--- src/rtl/pla_b3_pkg.sv ---
// Shared types for the PLA output change queue: word width, FSM states and the
// queued entry layout.
package pla_b3_pkg;

    localparam int Z_W         = 20;
    // Entry stamps are stored at this width; the top uses the low STAMP_W bits.
    localparam int STAMP_MAX_W = 16;

    typedef enum logic {
        UNPRIMED = 1'b0,
        PRIMED   = 1'b1
    } state_t;

    typedef struct packed {
        logic [Z_W-1:0]         z;
        logic [Z_W-1:0]         diff;
        logic [STAMP_MAX_W-1:0] stamp;
    } entry_t;

endpackage

--- src/rtl/pla_b3_sync_fifo.sv ---
// Single-clock FIFO with registered storage. It reports a drop when a push
// meets a full queue that is not being popped in the same cycle.
module pla_b3_sync_fifo
    import pla_b3_pkg::*;
#(
    parameter int  DEPTH = 4,
    parameter type T     = entry_t
) (
    input  logic clk,
    input  logic rst_n,
    input  logic clear,
    input  logic push,
    input  T     wr_data,
    input  logic pop,
    output T     rd_data,
    output logic empty,
    output logic full,
    output logic drop
);

    localparam int PTR_W = (DEPTH > 1) ? $clog2(DEPTH) : 1;

    T                 mem [DEPTH];
    logic [PTR_W-1:0] wr_ptr;
    logic [PTR_W-1:0] rd_ptr;
    logic [PTR_W:0]   count;
    logic             do_push;
    logic             do_pop;

    assign empty   = (count == '0);
    assign full    = (count == (PTR_W+1)'(DEPTH));
    assign do_pop  = pop && !empty;
    // A pop frees the slot this cycle, so a full queue can still take a push.
    assign do_push = push && (!full || do_pop);
    assign drop    = push && full && !do_pop;
    assign rd_data = mem[rd_ptr];

    always_ff @(posedge clk or negedge rst_n) begin
        if (!rst_n) begin
            wr_ptr <= '0;
            rd_ptr <= '0;
            count  <= '0;
            for (int i = 0; i < DEPTH; i++) mem[i] <= '0;
        end else if (clear) begin
            wr_ptr <= '0;
            rd_ptr <= '0;
            count  <= '0;
        end else begin
            if (do_push) begin
                mem[wr_ptr] <= wr_data;
                wr_ptr      <= wr_ptr + 1'b1;
            end
            if (do_pop) rd_ptr <= rd_ptr + 1'b1;
            case ({do_push, do_pop})
                2'b10:   count <= count + 1'b1;
                2'b01:   count <= count - 1'b1;
                default: count <= count;
            endcase
        end
    end

endmodule

--- src/rtl/pla_b3_change_queue.sv ---
// Watches a PLA output word, queues every change with its changed-bit mask
// and sample stamp, and counts entries lost to a full queue.
module pla_b3_change_queue
    import pla_b3_pkg::*;
#(
    parameter int DEPTH   = 4,
    parameter int STAMP_W = 12
) (
    input  logic               clk,
    input  logic               rst_n,
    input  logic               in_valid,
    input  logic [Z_W-1:0]     in_z,
    input  logic               clear,
    output logic               out_valid,
    input  logic               out_ready,
    output logic [Z_W-1:0]     out_z,
    output logic [Z_W-1:0]     out_diff,
    output logic [STAMP_W-1:0] out_stamp,
    output logic               overflow,
    output logic [7:0]         drop_cnt
);

    state_t             state;
    state_t             state_nxt;
    logic [Z_W-1:0]     last_z;
    logic [STAMP_W-1:0] sample_cnt;
    logic               enq;
    entry_t             enq_entry;
    entry_t             head;
    logic               empty;
    logic               full;
    logic               drop;
    logic               unused_head;

    always_ff @(posedge clk or negedge rst_n) begin
        if (!rst_n) state <= UNPRIMED;
        else        state <= state_nxt;
    end

    // Clear wins over a same-cycle sample; the first sample seeds last_z and
    // is always queued with diff equal to the word itself.
    always_comb begin
        state_nxt       = state;
        enq             = 1'b0;
        enq_entry.z     = in_z;
        enq_entry.diff  = in_z ^ last_z;
        enq_entry.stamp = STAMP_MAX_W'(sample_cnt);
        if (clear) begin
            state_nxt = UNPRIMED;
        end else if (in_valid) begin
            state_nxt = PRIMED;
            case (state)
                UNPRIMED: begin
                    enq            = 1'b1;
                    enq_entry.diff = in_z;
                end
                PRIMED:   enq = (in_z != last_z);
                default:  enq = 1'b0;
            endcase
        end
    end

    always_ff @(posedge clk or negedge rst_n) begin
        if (!rst_n) begin
            last_z     <= '0;
            sample_cnt <= '0;
        end else if (clear) begin
            last_z     <= '0;
            sample_cnt <= '0;
        end else if (in_valid) begin
            last_z     <= in_z;
            sample_cnt <= sample_cnt + 1'b1;
        end
    end

    always_ff @(posedge clk or negedge rst_n) begin
        if (!rst_n) begin
            overflow <= 1'b0;
            drop_cnt <= '0;
        end else if (clear) begin
            overflow <= 1'b0;
            drop_cnt <= '0;
        end else if (drop) begin
            overflow <= 1'b1;
            if (drop_cnt != 8'hFF) drop_cnt <= drop_cnt + 1'b1;
        end
    end

    pla_b3_sync_fifo #(
        .DEPTH (DEPTH),
        .T     (entry_t)
    ) u_fifo (
        .clk     (clk),
        .rst_n   (rst_n),
        .clear   (clear),
        .push    (enq),
        .wr_data (enq_entry),
        .pop     (out_valid && out_ready),
        .rd_data (head),
        .empty   (empty),
        .full    (full),
        .drop    (drop)
    );

    assign out_valid   = !empty;
    assign out_z       = head.z;
    assign out_diff    = head.diff;
    assign out_stamp   = head.stamp[STAMP_W-1:0];
    // Upper stamp bits and the full flag are not needed at this level.
    assign unused_head = ^{head.stamp, full};

endmodule

--- config.mk ---
export PLATFORM = sky130hd
export DESIGN_NAME = pla_b3_change_queue
export DESIGN_NICKNAME = d
export VERILOG_FILES = /design/src/rtl/pla_b3_pkg.sv /design/src/rtl/pla_b3_sync_fifo.sv /design/src/rtl/pla_b3_change_queue.sv
export SDC_FILE = /design/constraint.sdc
export NUM_CORES = 1
export LEC_CHECK = 0
export ABC_AREA = 1
export BUFFER_PORTS_ARGS = -buffer_cell sky130_fd_sc_hd__buf_2
export CAP_MARGIN = 20
export CORE_UTILIZATION = 35
export DETAILED_ROUTE_END_ITERATION = 12
export PLACE_DENSITY = 0.51
export RECOVER_POWER = 25
export SETUP_SLACK_MARGIN = 0.2
export SYNTH_ARGS = -nofsm -noshare
export SYNTH_HDL_FRONTEND = slang
export SYNTH_HIERARCHICAL = 1
export SYNTH_SLANG_ARGS = --single-unit
--- constraint.sdc ---
create_clock -name clk -period 3 [get_ports clk]
set_clock_uncertainty 0.05 [all_clocks]
set_input_delay 0.15 -clock clk [delete_from_list [all_inputs] [get_ports clk]]
set_output_delay 0.15 -clock clk [all_outputs]
set_load 0.02 [all_outputs]
==> results.py, run 1 <==
metrics = {
    "finish": {
        "insertedDiodeCount": 0,
        "drive_above_1_share": 0.143,
        "stdcell_count": 1991,
        "syn2layout_area_growth_pct": 14.0,
        "finish.instance_area_um2": 14200,
        "final_nets": 1545,
    },
    "setup_path": {
        "cp_max_fo": 18,
        "critPathArrivalTime_ps": 3100,
        "crit_start": "clear",
        "crit_path_end_kind": "flip-flop",
        "worst-setup-path-type": "input port to flip-flop",
        "r2r_start": "last_z[6]",
        "start_kind": "input port",
        "cp_data_required_time_ps": 3410,
    },
    "synthesis": {
        "postSynthAreaPerCell_um2": 8.66,
        "synth_nets": 1472,
        "netlist_area_um2": 12500,
        "syn_inst": 1440,
        "ys_warn_count": 6,
    },
    "timing": {
        "maxSlewViolCount": 100,
        "setup_violations": 0,
        "fin_crit_sh": 0.897,
        "tightest_slew_ps": 1540,
        "relSlewSlack": -0.0270,
        "fin_tns_setup_ps": 0,
        "timing_hold_violations_final": 0,
        "grt_setup_unrepaired": "no",
        "clock.fmax_ghz": 0.371,
        "period_needed_ps": 2690,
        "whs_ps": 403,
    },
    "routing": {
        "routed_via_density": 4.92,
        "wirelength_um": 33100,
        "drt-pass1-iter-count": 5,
        "routedWlPerCell_um": 16.6,
        "ant_nets": 0,
        "drt_iter0_drc": 622,
        "vias": 9792,
        "drc_errors": 0,
    },
    "pwr": {
        "leakage_nw": 6.81,
        "ir_drop_mv": 0.470,
        "power_density_nw_per_um2": 790,
    },
    "grt": {
        "grt_antenna_before_repair": 0,
        "grtUsageMet2": 0.290,
        "grt.busiest_layer": "met2",
        "grt_max_degree": 106,
        "grt_pass1_wl_um": 53700,
        "grt-ovfl-total": 0,
        "met1_usage": 0.273,
        "globalRouteTotalUtil": 0.186,
        "met3_usage": 0.0272,
        "grt_pass1_vias": 9445,
    },
    "place": {
        "dpl.cell_count": 1912,
        "place_area_um2": 13000,
        "port_buffers": 86,
        "gp_congestion": 0.758,
        "dpl.hpwl_um": 20800,
    },
    "floorplan": {
        "io_pins": 87,
        "start_util": 0.358,
        "die_w_um": 191,
        "die_area_um2": 36400,
        "rows": 68,
        "core_um2": 34800,
        "die_h_um": 191,
    },
    "clocking": {
        "clock_sinks": 257,
        "clkTransAtPathRegs_ps": 60,
        "cts_buffers": 30,
        "ctsResizeCount": 0,
        "cts_tree": "built",
        "postCtsSetupRepairBufs": 0,
        "clock_latency_ps": 570,
        "cts_max_level": 1,
        "cts_root_buffer": "clkbuf_16",
        "clockBufferDepth": 3,
        "ctsHoldBuffers": 24,
    },
    "hold_path": {
        "hp-start": "in_z[15]",
        "hold_class": "input port to flip-flop",
    },
    "job": {
        "maxCapViolations": 1,
    },
    "run_status": {
        "failed_checks": "capacitance limit, slew limit",
        "status": "finished with violations",
    },
}
==> sequential cells by signal, summed over array words and instances, names as in the netlist, 2 cells and up <==
register / cells
last_z: 20
sample_cnt: 12
u_fifo/wr_ptr: 2
u_fifo/mem: 208
u_fifo/count: 3
drop_cnt: 8
u_fifo/rd_ptr: 2
==> cells in the final DEF, fill, tap and decap left out, types with 3 or more instances in the layout <==
| cell | count |
|---|---|
| nand2_1 | 328 |
| dfrtp_1 | 256 |
| o21ai_0 | 232 |
| nor2_1 | 131 |
| inv_1 | 118 |
| o21ai_1 | 85 |
| buf_2 | 84 |
| o22ai_1 | 69 |
| o21ai_2 | 36 |
| clkbuf_16 | 30 |
| nand3_1 | 24 |
| dlygate4sd3_1 | 24 |
| buf_4 | 13 |
| buf_12 | 11 |
| clkbuf_8 | 10 |
| a21oi_1 | 9 |
| nand4_1 | 7 |
| nor3_1 | 7 |
| clkinv_2 | 7 |
| clkbuf_1 | 7 |
| ha_1 | 6 |
| xnor2_1 | 4 |
| a22o_1 | 4 |
| nand4_4 | 4 |
| inv_4 | 3 |
==> critical path: stages <==
cell and delay, ps:
dlygate4sd3_1 530, clkbuf_1 230, clkbuf_1 380, nor2_1 570, clkinv_1 750, o22ai_1 450
==> final timing paths <==
check	endpoint	slack [ps]	depth (start not counted)
worst min register to register	u_fifo/mem[166]	430	2
worst max register to register	u_fifo/count[2]	590	19
worst min-delay path	last_z[15]	400	3
worst max-delay path	last_z[6]	310	6
min in group asynchronous	u_fifo/mem[144]	480	2
max in group asynchronous	u_fifo/mem[106]	890	3
==> power by group <==
| group | internal (mW) | leakage (nW) | switching [mW] | total, mW |
|---|---|---|---|---|
| sequential | 4.04 | 3.45 | 0.308 | 4.35 |
| clock | 2.25 | 0.514 | 1.49 | 3.75 |
| combinational | 1.05 | 2.84 | 2.08 | 3.13 |
| total | 7.35 | 6.81 | 3.88 | 11.2 |
==> area by class of cell <==
class	count	area (µm²)
clock inverter	12	130
sequential	257	6430
fill	3591	20600
multi-input combinational	963	4710
tap	455	569
inverter	124	473
clock buffer	43	900
timing repair buffer	137	1000
==> per-stage QoR <==
| stage | total power [mW] | setup slack [ps] | util |
|---|---|---|---|
| detailed placement | 7.57 | 598 | 0.373 |
| finish | 11.2 | 308 | 0.409 |
| global route | 11.9 | 193 | 0.409 |
| floorplan | 6.49 | 769 | - |
| CTS | 11.4 | 318 | 0.409 |
| global placement | 7.54 | 650 | 0.373 |
==> metal layers <==
layer,up-vias,wire length (µm)
met5,-,0
met4,0,565
met3,41,1180
met2,171,14800
met1,4686,16600
li1,4894,-
Note: power is estimated with default switching activity, not from simulation.
==> inputs of run 2 (changes only) <==
- clock period: 3 -> 2.6 ns (I/O delays scaled with it)
==> run 2 against run 1 <==
The flow now finishes without violations. Non-clock buffer count rose by 3. Total power rose by 16%. Cell area rose by 0.85%. Via count rose by 0.74%. Core utilization rose by 0.35 points. Critical path depth fell by 2. Highest routed layer unchanged. Largest power group unchanged. Die area did not move. Worst setup slack got worse by 14 ps. Largest cell class unchanged. Cell count rose by 0.10%. Combinational power rose by 16%. Hold slack got worse by 16 ps.
==> results.py, run 2 (synthesis gave the netlist of run 1 again) <==
metrics = {
    "job": {
        "maxCapViolations": 0,
    },
    "setup_path": {
        "r2r_start": "u_fifo/count[2]",
        "worst-setup-path-type": "flip-flop to output port",
        "reg2reg_depth": 10,
        "crit_path_end_kind": "output port",
        "timing.rr.end": "u_fifo/mem[145]",
        "critPathArrivalTime_ps": 2130,
        "start_kind": "flip-flop",
        "cp_data_required_time_ps": 2420,
        "ff2ff_setup_slack_ps": 380,
        "cp_max_fo": 105,
    },
    "floorplan": {
        "io_pins": 87,
        "die_w_um": 191,
        "core_um2": 34800,
        "die_h_um": 191,
        "start_util": 0.358,
        "die_area_um2": 36400,
        "rows": 68,
    },
    "grt": {
        "grt_max_degree": 106,
        "grt_pass1_wl_um": 53900,
        "grt_pass1_vias": 9682,
        "globalRouteTotalUtil": 0.187,
        "grt-ovfl-total": 0,
        "grt_antenna_before_repair": 0,
    },
    "timing": {
        "clock.fmax_ghz": 0.434,
        "timing_hold_violations_final": 0,
        "whs_ps": 387,
        "grt_setup_unrepaired": "yes",
        "period_needed_ps": 2310,
        "setup_violations": 0,
        "maxSlewViolCount": 0,
        "relSlewSlack": 0.0697,
        "fin_tns_setup_ps": 0,
        "fin_crit_sh": 0.887,
        "tightest_slew_ps": 1400,
    },
    "finish": {
        "largest_reg_flops": 208,
        "final_common_cell": "nand2_1",
        "final_nets": 1549,
        "layout_common_cells": "nand2_1 (328), dfrtp_1 (256), o21ai_0 (232), nor2_1 (131), inv_1 (118)",
        "regMostFlops": "u_fifo/mem",
        "fillers": 3559,
        "insertedDiodeCount": 0,
        "drive_above_1_share": 0.148,
        "syn2layout_area_growth_pct": 15.0,
        "finish.instance_area_um2": 14300,
        "top_regs": "u_fifo/mem x208, last_z x20, sample_cnt x12",
    },
    "clocking": {
        "clock_sinks": 257,
        "clockBufferDepth": 3,
        "cts_tree": "built",
        "cts_buffers": 30,
        "clkTransAtPathRegs_ps": 60,
        "clock_latency_ps": 550,
        "cts_max_level": 1,
        "cts_root_buffer": "clkbuf_16",
    },
    "routing": {
        "drc_errors": 0,
        "ant_nets": 0,
        "routed_via_density": 4.95,
        "drt-pass1-iter-count": 4,
        "top_layer": "met4",
        "wl_met1_um": 16000,
        "drt_iter0_drc": 680,
        "vias": 9864,
        "routed-wl-met2_um": 15100,
        "routedWlPerCell_um": 16.6,
        "dr_wl_met3_um": 1240,
        "wirelength_um": 33100,
    },
    "pwr": {
        "leakage_nw": 6.88,
        "ir_drop_mv": 0.579,
        "power_density_nw_per_um2": 910,
    },
    "hold_path": {
        "hold_class": "input port to asynchronous set/reset pin",
    },
    "place": {
        "place_area_um2": 13000,
        "port_buffers": 86,
        "gp_congestion": 0.753,
        "dpl.hpwl_um": 20600,
    },
    "run_status": {
        "status": "completed",
    },
}
[run 2: layer usage]
metal	vias to the layer above	global-route usage
met5	-	0
met4	0	0.0437
met3	44	0.0193
met2	202	0.302
met1	4700	0.268
li1	4918	-
[run 2: worst max-delay path: stages, from the launching register on]
cell     delay [ps]
dfrtp_4         450
buf_12          400
o21ai_0         180
o22ai_1         290
buf_2           230
[run 2: area by class of cell]
| cell class | instances | area (µm²) | share of cell area |
|---|---|---|---|
| well taps | 455 | 569 | 0.0397 |
| repair buffers | 140 | 1080 | 0.0750 |
| clock buffers | 45 | 928 | 0.0647 |
| clock inverters | 8 | 118 | 0.00820 |
| multi-input cells | 964 | 4740 | 0.330 |
| flip-flops and latches | 257 | 6430 | 0.449 |
| inverters | 124 | 475 | 0.0332 |
[run 2: what timing repair did]
item,in CTS,in global routing
hold buffers,24,0
resized for setup,2,3
setup buffers,0,3
pin swaps,0,2
setup endpoints to repair,12,43
endpoints found under the hold margin,358,0
cloned,0,1
[run 2: worst max path at each step]
stage,start,endpoint,slack [ps],cells after the start
2_1_floorplan,last_z[3],u_fifo/count[2],370,20
3_3_place_gp,last_z[2],u_fifo/count[2],270,19
3_5_place_dp,last_z[2],u_fifo/count[2],250,19
4_1_cts,u_fifo/rd_ptr[0],out_diff[13],220,4
5_1_grt,last_z[2],u_fifo/count[2],150,19
6_report,u_fifo/rd_ptr[0],out_z[0],290,4
[run 2: where the power goes]
| group | switching (mW) | internal (mW) | total [mW] |
|---|---|---|---|
| clock network | 1.65 | 2.73 | 4.38 |
| logic | 2.41 | 1.24 | 3.64 |
| registers | 0.354 | 4.66 | 5.02 |
[run 2: per-stage QoR]
| stage | power (mW) | std cells | setup slack [ps] | util |
|---|---|---|---|---|
| floorplan | 7.49 | 1440 | 369 | - |
| global placement | 8.71 | 1912 | 271 | 0.374 |
| detailed placement | 8.73 | 1912 | 253 | 0.374 |
| CTS | 13.2 | 1989 | 218 | 0.411 |
| global route | 13.9 | 1993 | 150 | 0.412 |
| finish | 13.0 | 1993 | 294 | 0.412 |
